## src/rtl/regfile_access_ctrl_pkg.sv

```systemverilog
// Shared encodings and default sizes for the register-file access controller.
// The command opcode is an enum; FSM states are plain localparams so they match legacy encodings.
package regfile_access_ctrl_pkg;

  localparam int DATA_W_DEF = 8;
  localparam int SEL_W_DEF  = 4;
  localparam int NREGS_DEF  = 4;

  typedef enum logic [1:0] {
    OP_READ    = 2'b00,
    OP_WRITE   = 2'b01,
    OP_WVERIFY = 2'b10,
    OP_CLEAR   = 2'b11
  } op_e;

  localparam logic [2:0] ST_IDLE = 3'd0;
  localparam logic [2:0] ST_RD   = 3'd1;
  localparam logic [2:0] ST_WR   = 3'd2;
  localparam logic [2:0] ST_CLR  = 3'd3;
  localparam logic [2:0] ST_SCAN = 3'd4;
  localparam logic [2:0] ST_RESP = 3'd5;

endpackage

```

## src/rtl/regfile_access_ctrl.sv

```systemverilog
// Command controller for the register-file port: READ, WRITE, WRITE_VERIFY and CLEAR
// with a zero-check scan, one held response per accepted command.
module regfile_access_ctrl
  import regfile_access_ctrl_pkg::*;
#(
  parameter int DATA_W = DATA_W_DEF,
  parameter int SEL_W  = SEL_W_DEF,
  parameter int NREGS  = NREGS_DEF
) (
  input  logic              clk,
  input  logic              reset,
  input  logic              cmd_valid,
  output logic              cmd_ready,
  input  logic [1:0]        cmd_op,
  input  logic [SEL_W-1:0]  cmd_sel,
  input  logic [DATA_W-1:0] cmd_data,
  output logic              rsp_valid,
  input  logic              rsp_ready,
  output logic [DATA_W-1:0] rsp_data,
  output logic              rsp_err,
  output logic              busy,
  output logic              rf_enable,
  output logic              rf_reset,
  output logic [SEL_W-1:0]  rf_sel,
  output logic [DATA_W-1:0] rf_wdata,
  input  logic [DATA_W-1:0] rf_rdata
);

  logic [2:0]        state_q, state_d;
  logic [SEL_W-1:0]  idx_q, idx_d;
  op_e               op_q, op_d;
  logic [SEL_W-1:0]  sel_q, sel_d;
  logic [DATA_W-1:0] data_q, data_d;
  logic [DATA_W-1:0] rsp_data_q, rsp_data_d;
  logic              rsp_err_q, rsp_err_d;

  logic              sel_illegal;
  logic              scan_last;
  logic [DATA_W-1:0] scan_or;

  // One extra bit so NREGS == 2**SEL_W does not wrap to zero.
  assign sel_illegal = {1'b0, cmd_sel} >= (SEL_W + 1)'(NREGS);
  assign scan_last   = idx_q == SEL_W'(NREGS - 1);
  assign scan_or     = rsp_data_q | rf_rdata;

  always_comb begin
    state_d    = state_q;
    idx_d      = idx_q;
    op_d       = op_q;
    sel_d      = sel_q;
    data_d     = data_q;
    rsp_data_d = rsp_data_q;
    rsp_err_d  = rsp_err_q;
    case (state_q)
      ST_IDLE: begin
        if (cmd_valid) begin
          op_d   = op_e'(cmd_op);
          sel_d  = cmd_sel;
          data_d = cmd_data;
          if (op_e'(cmd_op) != OP_CLEAR && sel_illegal) begin
            state_d    = ST_RESP;
            rsp_data_d = '0;
            rsp_err_d  = 1'b1;
          end else begin
            case (op_e'(cmd_op))
              OP_READ:    state_d = ST_RD;
              OP_WRITE:   state_d = ST_WR;
              OP_WVERIFY: state_d = ST_WR;
              default:    state_d = ST_CLR;
            endcase
          end
        end
      end
      ST_RD: begin
        rsp_data_d = rf_rdata;
        rsp_err_d  = (op_q == OP_WVERIFY) && (rf_rdata != data_q);
        state_d    = ST_RESP;
      end
      ST_WR: begin
        if (op_q == OP_WVERIFY) begin
          state_d = ST_RD;
        end else begin
          rsp_data_d = data_q;
          rsp_err_d  = 1'b0;
          state_d    = ST_RESP;
        end
      end
      ST_CLR: begin
        idx_d      = '0;
        rsp_data_d = '0;
        rsp_err_d  = 1'b0;
        state_d    = ST_SCAN;
      end
      ST_SCAN: begin
        rsp_data_d = scan_or;
        if (scan_last) begin
          rsp_err_d = |scan_or;
          idx_d     = '0;
          state_d   = ST_RESP;
        end else begin
          idx_d = idx_q + 1'b1;
        end
      end
      ST_RESP: begin
        if (rsp_ready) state_d = ST_IDLE;
      end
      default: state_d = ST_IDLE;
    endcase
  end

  // Read cycles write back what they read, so the register file sees a harmless refresh.
  always_comb begin
    rf_enable = 1'b0;
    rf_reset  = 1'b0;
    rf_sel    = '0;
    rf_wdata  = '0;
    case (state_q)
      ST_RD: begin
        rf_enable = 1'b1;
        rf_sel    = sel_q;
        rf_wdata  = rf_rdata;
      end
      ST_WR: begin
        rf_enable = 1'b1;
        rf_sel    = sel_q;
        rf_wdata  = data_q;
      end
      ST_CLR: begin
        rf_enable = 1'b1;
        rf_reset  = 1'b1;
      end
      ST_SCAN: begin
        rf_enable = 1'b1;
        rf_sel    = idx_q;
        rf_wdata  = rf_rdata;
      end
      default: ;
    endcase
  end

  always_ff @(posedge clk or posedge reset) begin
    if (reset) begin
      state_q    <= ST_IDLE;
      idx_q      <= '0;
      op_q       <= OP_READ;
      sel_q      <= '0;
      data_q     <= '0;
      rsp_data_q <= '0;
      rsp_err_q  <= 1'b0;
    end else begin
      state_q    <= state_d;
      idx_q      <= idx_d;
      op_q       <= op_d;
      sel_q      <= sel_d;
      data_q     <= data_d;
      rsp_data_q <= rsp_data_d;
      rsp_err_q  <= rsp_err_d;
    end
  end

  assign cmd_ready = (state_q == ST_IDLE) && !reset;
  assign busy      = state_q != ST_IDLE;
  assign rsp_valid = state_q == ST_RESP;
  assign rsp_data  = rsp_data_q;
  assign rsp_err   = rsp_err_q;

endmodule

```

## config.mk

```make
export PLATFORM = sky130hd
export DESIGN_NAME = regfile_access_ctrl
export DESIGN_NICKNAME = d
export VERILOG_FILES = /design/src/rtl/regfile_access_ctrl_pkg.sv /design/src/rtl/regfile_access_ctrl.sv
export SDC_FILE = /design/constraint.sdc
export NUM_CORES = 1
export LEC_CHECK = 0
export CAP_MARGIN = 0
export CORE_UTILIZATION = 44
export DETAILED_ROUTE_END_ITERATION = 10
export PLACE_DENSITY_LB_ADDON = 0.08
export SLEW_MARGIN = 20
export SYNTH_ARGS = -nofsm -noshare
export SYNTH_HDL_FRONTEND = slang
export SYNTH_SLANG_ARGS = --single-unit
export TNS_END_PERCENT = 5
```

## constraint.sdc

```tcl
create_clock -name clk -period 1.6 [get_ports clk]
set_input_delay 0.16 -clock clk [delete_from_list [all_inputs] [get_ports clk]]
set_output_delay 0.16 -clock clk [all_outputs]
set_load 0.02 [all_outputs]
```

==> flow_summary.json <==
{
  "run_status": "finished with violations",
  "violations": "setup timing",
  "ctsLongestPathBuffers": 2,
  "numPortBuffers": 51,
  "required_arrival_time_at_the_worst_endpoint_ns": 1.44,
  "synth.avg_cell_area_um2": 9.91,
  "areaGrowthSynthToFinish_pct": 56.7,
  "final_hold_viol_count": 0,
  "core.rowCount": 24,
  "synth_common_cells": "sky130_fd_sc_hd__dfrtp_1, sky130_fd_sc_hd__inv_1, sky130_fd_sc_hd__nor2_1, sky130_fd_sc_hd__a21oi_1",
  "placed_cells": 336,
  "final_nets": 332,
  "cp-start-kind": "register",
  "cts.reportedPaths.clkPinSlew_ns": 0.07,
  "min-delay-start": "cmd_op[0]",
  "grt_pass1_vias": 1983,
  "fillCellCount": 319,
  "post_synth_xor_area_fraction_pct": 3.86,
  "vias_per_cell": 5.80,
  "power-per-cell-area_nw_per_um2": 1850,
  "setup_viol": 38,
  "synthesis.nets": 235,
  "critPathKind": "reg2out",
  "multi_input_comb_area_um2": 1280,
  "grt_max_degree": 31,
  "synth_top_family_by_area": "compound AO/OA/AOI/OAI gates",
  "die_w_um": 70.1,
  "design.die.area_um2": 4920,
  "clock_tree_from_tritoncts": "built",
  "layout_worst_path_cycle_share_pct": 107,
  "fin_ws_ns": -0.116,
  "drtPass1Iterations": 5,
  "routed_wl_um": 6090,
  "antennaDiodeCount": 0,
  "rsz0062_at_grt": "yes",
  "dp_worst_setup_slack_ns": -0.435,
  "hold_buffers": 0,
  "clk_lat_worst_skew_ns": 0.29,
  "max_slew.worst_pin.slew_ns": 0.410,
  "clock_sink_count": 30,
  "post_synth_and_or_nand_nor_area_fraction_pct": 16.1,
  "synth-adder-area-share_pct": 1.84,
  "initial_antenna_violation_count": 0,
  "total_leakage_power_nw": 1.45,
  "ys_warn_count": 0,
  "peakVddDrop_mv": 1.01,
  "end_kind": "primary output",
  "launching_instance_or_port_of_the_critical_path": "state_q[0]",
  "final_cell_count_no_fill": 356,
  "start_util_pct": 46.3,
  "drive_gt1_share_pct": 40.5,
  "finClkSkew_ns": 0.0103,
  "post_synth_instance_area_um2": 2040,
  "top_area_cell_type_share_of_the_netlist_area_pct": 36.8,
  "leading_post_synthesis_cells_by_cell_area": "sky130_fd_sc_hd__dfrtp_1, sky130_fd_sc_hd__mux2_4, sky130_fd_sc_hd__a21oi_1",
  "yosys_register_bits": 30,
  "max_fclk_mhz": 583,
  "final.min_clock_period_ns": 1.72,
  "detail_route.drc_violations": 0,
  "sequential_cell_area_um2": 752,
  "async_reset_ff_share_pct": 100,
  "post_synth_inst_count": 206,
  "max_fo_critical_path": 8,
  "design.core.area_um2": 4410,
  "io_pins": 52,
  "gr_usage_total_pct": 25.4,
  "total_number_of_h_tree_levels": 2,
  "timing.slew.headroom_pct": 72.7,
  "grt_overflow_total": 0,
  "ys_seq_area_share_pct": 36.8,
  "wl_per_cell_um": 17.1,
  "clock_buffers_created_by_tritoncts": 5,
  "synth_ff_type": "sky130_fd_sc_hd__dfrtp_1",
  "die_height_um": 70.1,
  "dp.final_hpwl_um": 3960,
  "detail_route.iter0.violations": 232,
  "gpl.final_weighted_congestion": 0.783,
  "post_synth_edffs": 0,
  "num_vias": 2066,
  "yosysMostFrequentCell": "sky130_fd_sc_hd__dfrtp_1",
  "crit-reg2reg-launch": "state_q[1]",
  "maxCapViolations": 0,
  "yosys.area.top_type": "sky130_fd_sc_hd__dfrtp_1",
  "clock_tree.root_cell": "sky130_fd_sc_hd__clkbuf_8",
  "synth.lib_cells_used.distinct": 52,
  "synthMuxAreaShare_pct": 9.93,
  "crit_arrival_ns": 1.56,
  "synth_compound_gate_area_share_pct": 23.4,
  "global_route_wire_length_before_repair_um": 9740,
  "antenna_violating_nets_post_route": 0,
  "final_max_slew_viol_count": 0,
  "min-delay-path-class": "in2reg"
}
-- through the flow --
step | util [%] | hold slack, ns | cell area (um^2) | total power [mW] | TNS (ns)
after floorplan | - | 0.251 | 2040 | 3.35 | -0.325
after global routing | 72.5 | 0.279 | 3200 | 6.25 | -4.01
after CTS | 69.5 | 0.296 | 3070 | 5.63 | -1.53
after global placement | 65.0 | 0.496 | 2870 | 4.69 | -9.15
final | 72.5 | 0.259 | 3200 | 5.91 | -1.79
after detailed placement | 65.0 | 0.503 | 2870 | 4.73 | -9.63
-- area by class of cell --
class,count,area share [%]
clock buffer,7,2.38
multi-input combinational,147,40.0
inverter,16,1.88
sequential,30,23.5
tap,52,2.03
timing repair buffer,103,29.3
clock inverter,1,0.938
-- metal layers --
metal / vias up / routed length, um / global-route usage, %
met5: - / 0 / 0
met4: 0 / 117 / 7.11
met3: 18 / 341 / 7.65
met2: 76 / 2780 / 39.0
met1: 1010 / 2850 / 34.7
li1: 962 / - / -
-- where the power goes --
part / switching, mW / total [mW] / internal [mW]
sequential: 0.399 / 1.51 / 1.11
clock: 0.297 / 0.762 / 0.466
combinational: 1.73 / 3.64 / 1.91
-- critical path, stage by stage, from the launching register on --
cell                      delay, ns
sky130_fd_sc_hd__dfrtp_1       0.41
sky130_fd_sc_hd__buf_12        0.16
sky130_fd_sc_hd__buf_12        0.13
sky130_fd_sc_hd__buf_4         0.14
sky130_fd_sc_hd__a22oi_2       0.16
sky130_fd_sc_hd__o32ai_2       0.10
sky130_fd_sc_hd__buf_2         0.17
-- logic make-up (layout without fill, tap and decap cells) --
logic type,count (synthesis),count (layout)
XOR/XNOR,9,9
AO/OA/AOI/OAI,64,64
buffers and inverters,30,127
multiplexers,15,15
flip-flops,30,30
adder cells (fa/ha/maj),3,3
AND/OR/NAND/NOR,55,56
-- flip-flops by register name, summed over array words and instances, names as in the netlist --
name,count
rsp_err,1
op_q,2
state_q,3
rsp_data,8
idx_q,4
data_q,8
sel_q,4
-- final timing paths --
check                               to  slack [ns]  depth (start not counted)
setup / recovery           rf_wdata[5]       -0.12                          6
hold / removal                 op_q[0]        0.26                          3
setup reg to reg           rsp_data[5]       -0.10                          7
hold reg to reg               sel_q[1]        0.52                          1
max in group asynchronous   state_q[1]        0.98                          3
min in group asynchronous     sel_q[1]        0.30                          3
-- repair_timing --
action,CTS,global route
gates cloned,1,0
gates resized for setup,107,25
pin swaps,19,11
endpoints found under the setup margin,40,41
setup buffers,6,5
-- cells in the final DEF (no fill, tap or decap), types with 2 or more instances in the layout --
master	synthesis	routed
sky130_fd_sc_hd__inv_1	16	15
sky130_fd_sc_hd__nand3_1	8	7
sky130_fd_sc_hd__nand2_4	1	2
sky130_fd_sc_hd__a21oi_2	0	2
sky130_fd_sc_hd__clkdlybuf4s50_1	0	33
sky130_fd_sc_hd__mux2_4	9	14
sky130_fd_sc_hd__dfrtp_1	30	29
sky130_fd_sc_hd__clkbuf_1	3	2
sky130_fd_sc_hd__buf_2	6	4
sky130_fd_sc_hd__buf_6	4	7
sky130_fd_sc_hd__a221o_1	6	6
sky130_fd_sc_hd__nand2_2	0	2
sky130_fd_sc_hd__buf_4	0	52
sky130_fd_sc_hd__ha_1	3	3
sky130_fd_sc_hd__nor2b_1	3	2
sky130_fd_sc_hd__o21ai_0	9	8
sky130_fd_sc_hd__nor2b_4	1	2
sky130_fd_sc_hd__a21oi_1	14	12
sky130_fd_sc_hd__o32ai_2	0	5
sky130_fd_sc_hd__a22oi_2	0	4
sky130_fd_sc_hd__a22o_1	4	4
sky130_fd_sc_hd__a22oi_1	6	2
sky130_fd_sc_hd__nor3b_4	1	2
sky130_fd_sc_hd__clkbuf_8	0	5
sky130_fd_sc_hd__nand2b_1	4	4
sky130_fd_sc_hd__nand2_1	6	3
sky130_fd_sc_hd__buf_12	1	4
sky130_fd_sc_hd__xor2_1	8	8
sky130_fd_sc_hd__a311oi_1	3	3
sky130_fd_sc_hd__nor2_2	0	3
sky130_fd_sc_hd__o22ai_1	2	2
sky130_fd_sc_hd__nor4_1	6	6
sky130_fd_sc_hd__nor2_1	15	12
Power figures use the tool's default switching activity.
